File: config.mk
export PLATFORM = sky130hd
export DESIGN_NAME = idex_pipe_stage_flat
export DESIGN_NICKNAME = d
export VERILOG_FILES = /design/src/rtl/idex_pipe_stage_if.sv /design/src/rtl/idex_pipe_stage.sv /design/src/flat_wrapper.sv
export SDC_FILE = /design/constraint.sdc
export NUM_CORES = 1
export LEC_CHECK = 0
export CORE_AREA = 8 8 103 105
export DETAILED_ROUTE_END_ITERATION = 6
export DIE_AREA = 0 0 111 113
export DONT_BUFFER_PORTS = 1
export PLACE_DENSITY = 0.64
export SYNTH_ARGS = -nofsm -noshare
export SYNTH_HDL_FRONTEND = slang
export SYNTH_SLANG_ARGS = --single-unit
File: constraint.sdc
create_clock -name clk -period 1.2 [get_ports clk]
set_input_delay 0.3 -clock clk [delete_from_list [all_inputs] [get_ports clk]]
set_output_delay 0.3 -clock clk [all_outputs]
set_load 0.02 [all_outputs]
File: src/rtl/idex_pipe_stage_if.sv
// Decode-to-execute bus for the ID/EX pipeline register.
// Stats counters exist only when IDEX_STATS_EN is defined.
interface idex_pipe_stage_if #(
  parameter int unsigned DATA_W   = 16,
  parameter int unsigned NUM_OPS  = 4,
  parameter int unsigned NUM_TAGS = 2,
  parameter int unsigned TAG_W    = 4,
  parameter int unsigned CTRL_W   = 12
`ifdef IDEX_STATS_EN
  ,
  parameter int unsigned CNT_W    = 16
`endif
);
  localparam int unsigned OPS_W  = NUM_OPS * DATA_W;
  localparam int unsigned TAGS_W = NUM_TAGS * TAG_W;

  logic              stall_i;
  logic              flush_i;
  logic              valid_i;
  logic [CTRL_W-1:0] ctrl_i;
  logic [OPS_W-1:0]  data_i;
  logic [TAGS_W-1:0] tag_i;
  logic [TAG_W-1:0]  dest_i;

  logic              valid_o;
  logic [CTRL_W-1:0] ctrl_o;
  logic [OPS_W-1:0]  data_o;
  logic [TAGS_W-1:0] tag_o;
  logic [TAG_W-1:0]  dest_o;
  logic              stall_timeout_o;
`ifdef IDEX_STATS_EN
  logic [CNT_W-1:0]  bubble_cnt_o;
  logic [CNT_W-1:0]  stall_cnt_o;
`endif

  // Decode side / hazard + branch units drive the inputs
  modport master (
    output stall_i, flush_i, valid_i, ctrl_i, data_i, tag_i, dest_i,
    input  valid_o, ctrl_o, data_o, tag_o, dest_o, stall_timeout_o
`ifdef IDEX_STATS_EN
    ,
    input  bubble_cnt_o, stall_cnt_o
`endif
  );

  // Pipeline register side
  modport slave (
    input  stall_i, flush_i, valid_i, ctrl_i, data_i, tag_i, dest_i,
    output valid_o, ctrl_o, data_o, tag_o, dest_o, stall_timeout_o
`ifdef IDEX_STATS_EN
    ,
    output bubble_cnt_o, stall_cnt_o
`endif
  );

endinterface

File: src/rtl/idex_pipe_stage.sv
// ID/EX pipeline register with valid bit, stall hold, flush bubble and stall watchdog.
// Define IDEX_STATS_EN to add saturating bubble/stall statistics counters.
module idex_pipe_stage #(
  parameter int unsigned       DATA_W      = 16,
  parameter int unsigned       NUM_OPS     = 4,
  parameter int unsigned       NUM_TAGS    = 2,
  parameter int unsigned       TAG_W       = 4,
  parameter int unsigned       CTRL_W      = 12,
  parameter logic [CTRL_W-1:0] CTRL_BUBBLE = '0,
  parameter int unsigned       MAX_STALL   = 15
`ifdef IDEX_STATS_EN
  ,
  parameter int unsigned       CNT_W       = 16
`endif
) (
  input logic               clk,
  input logic               rst_n,
  idex_pipe_stage_if.slave  bus
);

  localparam int unsigned OPS_W   = NUM_OPS * DATA_W;
  localparam int unsigned TAGS_W  = NUM_TAGS * TAG_W;
  localparam int unsigned STALL_W = (MAX_STALL < 1) ? 1 : $clog2(MAX_STALL + 1);
  localparam logic [STALL_W-1:0] STALL_MAX = STALL_W'(MAX_STALL);

  logic              valid_q,   valid_d;
  logic [CTRL_W-1:0] ctrl_q,    ctrl_d;
  logic [OPS_W-1:0]  data_q,    data_d;
  logic [TAGS_W-1:0] tag_q,     tag_d;
  logic [TAG_W-1:0]  dest_q,    dest_d;
  logic [STALL_W-1:0] stall_cnt_q, stall_cnt_d;
  logic              timeout_q, timeout_d;

  logic              hold_c;

  // Flush wins over stall; a stall only counts when no flush is present
  assign hold_c = bus.stall_i & ~bus.flush_i;

  // Next-state for the payload registers
  always_comb begin
    valid_d = valid_q;
    ctrl_d  = ctrl_q;
    data_d  = data_q;
    tag_d   = tag_q;
    dest_d  = dest_q;

    if (bus.flush_i) begin
      valid_d = 1'b0;
      ctrl_d  = CTRL_BUBBLE;
      tag_d   = '0;
      dest_d  = '0;
    end else if (!bus.stall_i) begin
      valid_d = bus.valid_i;
      data_d  = bus.data_i;
      if (bus.valid_i) begin
        ctrl_d = bus.ctrl_i;
        tag_d  = bus.tag_i;
        dest_d = bus.dest_i;
      end else begin
        // Invalid slot must not leak side effects or forwarding matches downstream
        ctrl_d = CTRL_BUBBLE;
        tag_d  = '0;
        dest_d = '0;
      end
    end
  end

  // Watchdog: saturating count of consecutive stall cycles
  always_comb begin
    stall_cnt_d = '0;
    if (hold_c) begin
      stall_cnt_d = (stall_cnt_q >= STALL_MAX) ? STALL_MAX : stall_cnt_q + STALL_W'(1);
    end
    timeout_d = (stall_cnt_d == STALL_MAX);
  end

  always_ff @(posedge clk or negedge rst_n) begin
    if (!rst_n) begin
      valid_q     <= 1'b0;
      ctrl_q      <= CTRL_BUBBLE;
      data_q      <= '0;
      tag_q       <= '0;
      dest_q      <= '0;
      stall_cnt_q <= '0;
      timeout_q   <= 1'b0;
    end else begin
      valid_q     <= valid_d;
      ctrl_q      <= ctrl_d;
      data_q      <= data_d;
      tag_q       <= tag_d;
      dest_q      <= dest_d;
      stall_cnt_q <= stall_cnt_d;
      timeout_q   <= timeout_d;
    end
  end

  assign bus.valid_o         = valid_q;
  assign bus.ctrl_o          = ctrl_q;
  assign bus.data_o          = data_q;
  assign bus.tag_o           = tag_q;
  assign bus.dest_o          = dest_q;
  assign bus.stall_timeout_o = timeout_q;

`ifdef IDEX_STATS_EN
  logic [CNT_W-1:0] bubble_stat_q, bubble_stat_d;
  logic [CNT_W-1:0] stall_stat_q,  stall_stat_d;
  logic             bubble_load_c;

  // A bubble enters on flush or on a load of an invalid slot
  assign bubble_load_c = bus.flush_i | (~bus.stall_i & ~bus.valid_i);

  always_comb begin
    bubble_stat_d = bubble_stat_q;
    stall_stat_d  = stall_stat_q;
    if (bubble_load_c && (bubble_stat_q != '1)) begin
      bubble_stat_d = bubble_stat_q + CNT_W'(1);
    end
    if (hold_c && (stall_stat_q != '1)) begin
      stall_stat_d = stall_stat_q + CNT_W'(1);
    end
  end

  always_ff @(posedge clk or negedge rst_n) begin
    if (!rst_n) begin
      bubble_stat_q <= '0;
      stall_stat_q  <= '0;
    end else begin
      bubble_stat_q <= bubble_stat_d;
      stall_stat_q  <= stall_stat_d;
    end
  end

  assign bus.bubble_cnt_o = bubble_stat_q;
  assign bus.stall_cnt_o  = stall_stat_q;
`endif

endmodule
File: src/flat_wrapper.sv
// flat-port wrapper written by rule: the top's interface ports become plain ports
module idex_pipe_stage_flat 
#(
  parameter int unsigned       DATA_W      = 16,
  parameter int unsigned       NUM_OPS     = 4,
  parameter int unsigned       NUM_TAGS    = 2,
  parameter int unsigned       TAG_W       = 4,
  parameter int unsigned       CTRL_W      = 12,
  parameter logic [CTRL_W-1:0] CTRL_BUBBLE = '0,
  parameter int unsigned       MAX_STALL   = 15

)
  (clk, rst_n, bus_stall_i, bus_flush_i, bus_valid_i, bus_ctrl_i, bus_data_i, bus_tag_i, bus_dest_i, bus_valid_o, bus_ctrl_o, bus_data_o, bus_tag_o, bus_dest_o, bus_stall_timeout_o);
  idex_pipe_stage_if #(.DATA_W(DATA_W), .NUM_OPS(NUM_OPS), .NUM_TAGS(NUM_TAGS), .TAG_W(TAG_W), .CTRL_W(CTRL_W)) bus_i ();
  input logic clk;
  input logic rst_n;
  input wire logic [$bits(bus_i.stall_i)-1:0] bus_stall_i;
  input wire logic [$bits(bus_i.flush_i)-1:0] bus_flush_i;
  input wire logic [$bits(bus_i.valid_i)-1:0] bus_valid_i;
  input wire logic [$bits(bus_i.ctrl_i)-1:0] bus_ctrl_i;
  input wire logic [$bits(bus_i.data_i)-1:0] bus_data_i;
  input wire logic [$bits(bus_i.tag_i)-1:0] bus_tag_i;
  input wire logic [$bits(bus_i.dest_i)-1:0] bus_dest_i;
  output wire logic [$bits(bus_i.valid_o)-1:0] bus_valid_o;
  output wire logic [$bits(bus_i.ctrl_o)-1:0] bus_ctrl_o;
  output wire logic [$bits(bus_i.data_o)-1:0] bus_data_o;
  output wire logic [$bits(bus_i.tag_o)-1:0] bus_tag_o;
  output wire logic [$bits(bus_i.dest_o)-1:0] bus_dest_o;
  output wire logic [$bits(bus_i.stall_timeout_o)-1:0] bus_stall_timeout_o;
  assign bus_i.stall_i = bus_stall_i;
  assign bus_i.flush_i = bus_flush_i;
  assign bus_i.valid_i = bus_valid_i;
  assign bus_i.ctrl_i = bus_ctrl_i;
  assign bus_i.data_i = bus_data_i;
  assign bus_i.tag_i = bus_tag_i;
  assign bus_i.dest_i = bus_dest_i;
  assign bus_valid_o = bus_i.valid_o;
  assign bus_ctrl_o = bus_i.ctrl_o;
  assign bus_data_o = bus_i.data_o;
  assign bus_tag_o = bus_i.tag_o;
  assign bus_dest_o = bus_i.dest_o;
  assign bus_stall_timeout_o = bus_i.stall_timeout_o;
  idex_pipe_stage #(.DATA_W(DATA_W), .NUM_OPS(NUM_OPS), .NUM_TAGS(NUM_TAGS), .TAG_W(TAG_W), .CTRL_W(CTRL_W), .CTRL_BUBBLE(CTRL_BUBBLE), .MAX_STALL(MAX_STALL)) u_core (.clk(clk), .rst_n(rst_n), .bus(bus_i));
endmodule
### Yosys cells after proc, flatten, opt, wreduce, memory -nomap -nowiden

Index checks and enable logic that the tools add are counted.

| word-level totals | value |
|---|---|
| register bits | 94 |
| input port bits | 93 |
| output and inout port bits | 90 |
| word-level logic and storage cells | 28 |

| cells by class | value |
|---|---|
| add/sub/neg operators | 1 |
| $lt $le $gt $ge | 1 |
| equality and inequality tests | 2 |
| mux-type cells | 13 |
| bitwise logic cells | 3 |
| reduce and logical (&&, ||, !) cells | 1 |

Operator list:

| kind | count |
|---|---|
| 2-to-1 mux 12 bit | 3 |
| 2-to-1 mux 8 bit | 3 |
| 2-to-1 mux 4 bit | 5 |
| adder 4 x 1 -> 4 bit, second input constant | 1 |
| equality test 4 bit, second input constant | 1 |
| >= comparator 4 bit, second input constant | 1 |
| 2-to-1 mux 1 bit | 2 |
| inequality test 2 x 1 -> 1 bit, second input constant | 1 |
| inverter 1 bit | 2 |
| AND reduction 2 bit | 1 |
| bitwise AND 1 bit | 1 |

### Longest topological paths before layout

| depth | value |
|---|---|
| depth in word-level cells | 4 |
| mapped depth | 5 |
| mapped depth without buffers | 4 |

### Worst setup path before layout

OpenSTA, ideal clock, no wires.

| timing | value |
|---|---|
| kind | register to register |
| start point | reg u_core.stall_cnt_q[0] |
| end point | reg u_core.timeout_q, in the netlist u_core.bus.stall_timeout_o |
| setup time | 0.077 ns |
| arrival time | 1.179 ns |
| required time | 1.123 ns |
| slack | -0.057 ns |
| cell stages (with the launch flop) | 5 |
| buffers on the path | 0 |
| period minus slack after synthesis | 1.257 ns |
| cells stage by stage | dfrtp_1 > ha_1 > inv_1 > or3_1 > a21oi_1 |

| on the way | value |
|---|---|
| longest elaborated chain between the ends | 4 |
| elaborated cells between the ends (all ways) | 5 |
| those cells by class | 1 x add/sub; 1 x order compare; 1 x eq/ne; 2 x mux |

Ends and longest elaborated chain:

| element | line | RTL |
|---|---|---|
| start, declared | idex_pipe_stage.sv:31 | `logic [STALL_W-1:0] stall_cnt_q, stall_cnt_d;` |
| start signal, assigned | idex_pipe_stage.sv:92 | `stall_cnt_q <= stall_cnt_d;` |
| adder 4 x 1 -> 4 bit or >= comparator 4 bit (tied branches) | idex_pipe_stage.sv:72 | `stall_cnt_d = (stall_cnt_q >= STALL_MAX) ? STALL_MAX : stall_cnt_q + STALL_W'(1);` |
| 2-to-1 mux 4 bit (*) | idex_pipe_stage.sv:72 |  |
| 2-to-1 mux 4 bit (*) | idex_pipe_stage.sv:71 | `if (hold_c) begin` |
| equality test 4 bit (*) | idex_pipe_stage.sv:74 | `timeout_d = (stall_cnt_d == STALL_MAX);` |
| named net u_core.timeout_d | idex_pipe_stage.sv:32 | `logic timeout_q, timeout_d;` |
| end signal, assigned | idex_pipe_stage.sv:93 | `timeout_q <= timeout_d;` |
| end, declared | idex_pipe_stage.sv:32 |  |

The timed path passes the listed nets; every way through them passes the cells marked *.
A chain may end at the register's enable or synchronous reset.

### Worst setup path after layout

| timing | value |
|---|---|
| start point | reg u_core.stall_cnt_q[1] |
| end point | reg u_core.timeout_q, in the netlist u_core.bus.stall_timeout_o |

The elaborated chain is that of the path after synthesis.

==> metrics.md <==
| Metric | Value |
|---|---|
| Worst Setup EP | `u_core.bus.stall_timeout_o$_DFF_PN0_` |
| Max Clock Skew | `0.00304 ns` |
| # DRC | `0` |
| Worst-Skew Late Latency | `0.34 ns` |
| Initial DRC Count | `51` |
| Slew at the pin closest to its max-slew limit | `between 0.2 and 0.3 ns` |
| Num CTS Buffers | `9` |
| Sequential area share after synthesis | `0.616` |
| Post-synthesis mux area share | `0.248` |
| Clock share of power | `0.287` |
| Rows | `35` |
| WL final | `around 8.0 mm` |
| Psw | `0.00202 W` |
| Max-cap violations | `0` |
| Net Sw Frac | `0.292` |
| Final hold viol count | `94` |
| Crit Path Category | `flip-flop to flip-flop` |
| Leading cell type in the layout, fill and taps excluded | `dfrtp_1` |
| Via count | `around 1,900` |
| Synth warnings | `0` |
| CP Capture Type | `flip-flop` |
| Final Max Slew Viols | `0` |
| Worst hold path type | `input port to asynchronous set/reset pin` |
| Initial antenna violation count | `0` |
| Power per Cell Area | `1680 nW/um2` |
| Simple-gate area share of the yosys netlist | `0.0193` |
| Clock buffer depth | `2` |
| Die ar. | `approximately 13,000 um2` |
| Cell area after synthesis | `3820 um2` |
| Max VDD drop | `just under 0.0006 V` |
| Syn nets | `between 300 and 400` |
| Chip height | `113 um` |
| Worst hold slack | `-0.367 ns` |
| Final Setup Violations | `0` |
| Antenna Violating Nets Remaining | `0` |
| Fin cells | `about 340` |
| Compound-Gate Fraction of Synth Area | `0.0626` |
| Share of cells above drive strength 1 | `0.397` |
| Final HPWL DP | `5.90 mm` |
| Width of the die | `~110 um` |
| Comb pwr share | `0.099` |
| Adder-cell area share of the yosys netlist | `0.00328` |
| Vias per cell | `5.40` |
| Setup_tns | `0 ns` |
| Cells after Synth | `216` |
| Starting Density | `0.425` |
| Highest clock rate | `837 MHz` |
| Xor and xnor area share after synthesis | `0` |
| CTS clock-pin slew for the worst setup and hold paths | `0.10 ns` |
| Distinct cells, synth | `24` |
| Final instance area | `4130 um2` |
| Largest family of logic cells by synthesized area | `multiplexers` |
| Period utilisation layout | `0.995` |
| Cells on worst reg2reg path | `4` |
| CP arrival | `roughly 1.5 ns` |
| Lkg Pwr | `1.94 nW` |
| Gpl congestion | `between 0.6 and 0.7` |
| Crit path from | `u_core.stall_cnt_q[1]$_DFF_PN0_` |
| Unrepaired setup endpoints after global routing | `true` |
| First-pass GRT wire length | `12.6 mm` |
| Clk sinks | `94` |
| Failing checks | `hold timing` |
| Post-DP Area | `3920 um2` |
| R2r setup slk | `between 0.005 and 0.006 ns` |
| Period minus WS final | `1.19 ns` |
| Syn avg cell area | `between 15 and 20 um2` |
| GR Overflow Total | `0` |
| Area grow syn2layout | `8.13%` |
| IO Count | `183` |
| Internal power | `0.00491 W` |
| Global Route Usage Sum | `0.126` |
| Inst Count DP | `approximately 330` |
| Port Buffer Count | `0` |
| Ant. Diodes | `0` |
| FF+latch count, synth | `94` |
| WL/cell | `23.3 um` |
| Pre-Repair DR Iteration Count | `4` |
| Final nets | `321` |
| FF-to-FF End | `u_core.bus.stall_timeout_o$_DFF_PN0_` |
| Reg power frac | `0.614` |
| Data required, critical path | `around 1.5 ns` |
| Slew HR | `0.814` |
| Commonest cells after routing, fill and taps aside | `dfrtp_1, mux2_4, a22o_1` |
| Startpoint types | `flip-flop` |
| Root Driver | `clkbuf_8` |
| Htree depth | `3` |
| Critical Path Fanout Max | `2` |
| Worst R2R Start | `u_core.stall_cnt_q[1]$_DFF_PN0_` |
| Largest net degree at the start of global routing | `95` |
| Vias in the first global route | `between 2,000 and 2,500` |
| Status | `finished with violations` |
| Core Region | `between 8000 and 9000 um2` |
| CTS tree | `yes` |
-- repair_timing --
action,in CTS,in global routing
gates resized for setup,0,1
buffers inserted,0,1
setup endpoints to repair,1,2
endpoints found under the hold margin,94,94
-- flip-flops by register name, indices dropped and copies added, names as in the netlist --
name and cells:
u_core.bus.ctrl_o 12, u_core.bus.data_o 64, u_core.bus.dest_o 4, u_core.bus.stall_timeout_o 1, u_core.bus.tag_o 8, u_core.bus.valid_o 1, u_core.stall_cnt_q 4
-- area by class of cell --
class / instances / area [um2]
timing repair buffer: 13 / 160
fill: 757 / 4850
multi-input combinational: 108 / 1280
sequential: 94 / 2350
inverter: 1 / 3.75
clock buffer: 11 / 151
tap: 111 / 139
clock inverter: 5 / 42.5
-- synthesized netlist by cell type --
library cell | instances | area [um2]
a21o_1 | 1 | 7.51
a21oi_1 | 3 | 15.0
a22o_1 | 24 | 210
a31oi_1 | 1 | 6.26
and2_4 | 1 | 8.76
buf_12 | 6 | 120
buf_2 | 1 | 5.00
buf_4 | 2 | 15.0
buf_6 | 3 | 33.8
buf_8 | 1 | 15.0
dfrtp_1 | 94 | 2350
ha_1 | 1 | 12.5
inv_1 | 1 | 3.75
mux2_1 | 4 | 45.0
mux2_4 | 60 | 901
nand2_1 | 2 | 7.51
nand2b_1 | 1 | 6.26
nand3_1 | 1 | 5.00
nand4_1 | 1 | 6.26
nor2_1 | 3 | 11.3
nor2_2 | 1 | 6.26
nor2b_1 | 1 | 6.26
nor3_1 | 2 | 10.0
or3_1 | 1 | 6.26
-- worst min path at each step --
| stage | cells after the start | from | slack [ns] | endpoint |
|---|---|---|---|---|
| floorplan | 0 | rst_n | 0.004 | u_core.bus.ctrl_o[0]$_DFFE_PN0P_ |
| global placement | 0 | rst_n | 0.007 | u_core.bus.data_o[62]$_DFFE_PN0P_ |
| detailed placement | 0 | rst_n | 0.007 | u_core.bus.data_o[60]$_DFFE_PN0P_ |
| CTS | 0 | rst_n | -0.39 | u_core.bus.data_o[28]$_DFFE_PN0P_ |
| global route | 0 | rst_n | -0.40 | u_core.bus.data_o[61]$_DFFE_PN0P_ |
| finish | 0 | rst_n | -0.37 | u_core.bus.ctrl_o[3]$_DFFE_PN0P_ |
-- per-stage QoR --
stage | power [W] | setup WS (ns) | util | hold slack (ns)
3_5_place_dp | 0.00501 | -0.00507 | 0.437 | 0.00729
5_1_grt | 0.00724 | -0.0688 | 0.460 | -0.401
4_1_cts | 0.00703 | -0.00444 | 0.459 | -0.392
6_report | 0.00693 | 0.00565 | 0.460 | -0.367
2_1_floorplan | 0.00485 | 0.0230 | - | 0.00441
3_3_place_gp | 0.00499 | 0.00856 | 0.437 | 0.00696
-- worst max-delay path: stages, from the launching register on --
cell and delay [ns]:
dfrtp_1 0.39, ha_1 0.28, inv_1 0.04, or3_1 0.30, a21oi_1 0.12
-- power groups by stage --
stage	logic, W	registers [W]	clock network (W)
6_report	0.000686	0.00425	0.00199
5_1_grt	0.000740	0.00430	0.00220
4_1_cts	0.000694	0.00427	0.00206
3_5_place_dp	0.000691	0.00432	0
3_3_place_gp	0.000667	0.00433	0
2_1_floorplan	0.000643	0.00421	0
-- layer usage --
metal	GRT usage	vias to the layer above	routed length (um)
li1	-	796	-
met1	0.147	944	3240
met2	0.193	101	3810
met3	0.0587	10	819
met4	0.0559	0	122
met5	0	-	0
-- kinds of logic after synthesis --
logic type,count (synthesis)
AO/OA/AOI/OAI,29
adder cells (fa/ha/maj),1
buffers and inverters,14
flip-flops,94
multiplexers,64
AND/OR/NAND/NOR,14
(Power assumes the default switching activity.)
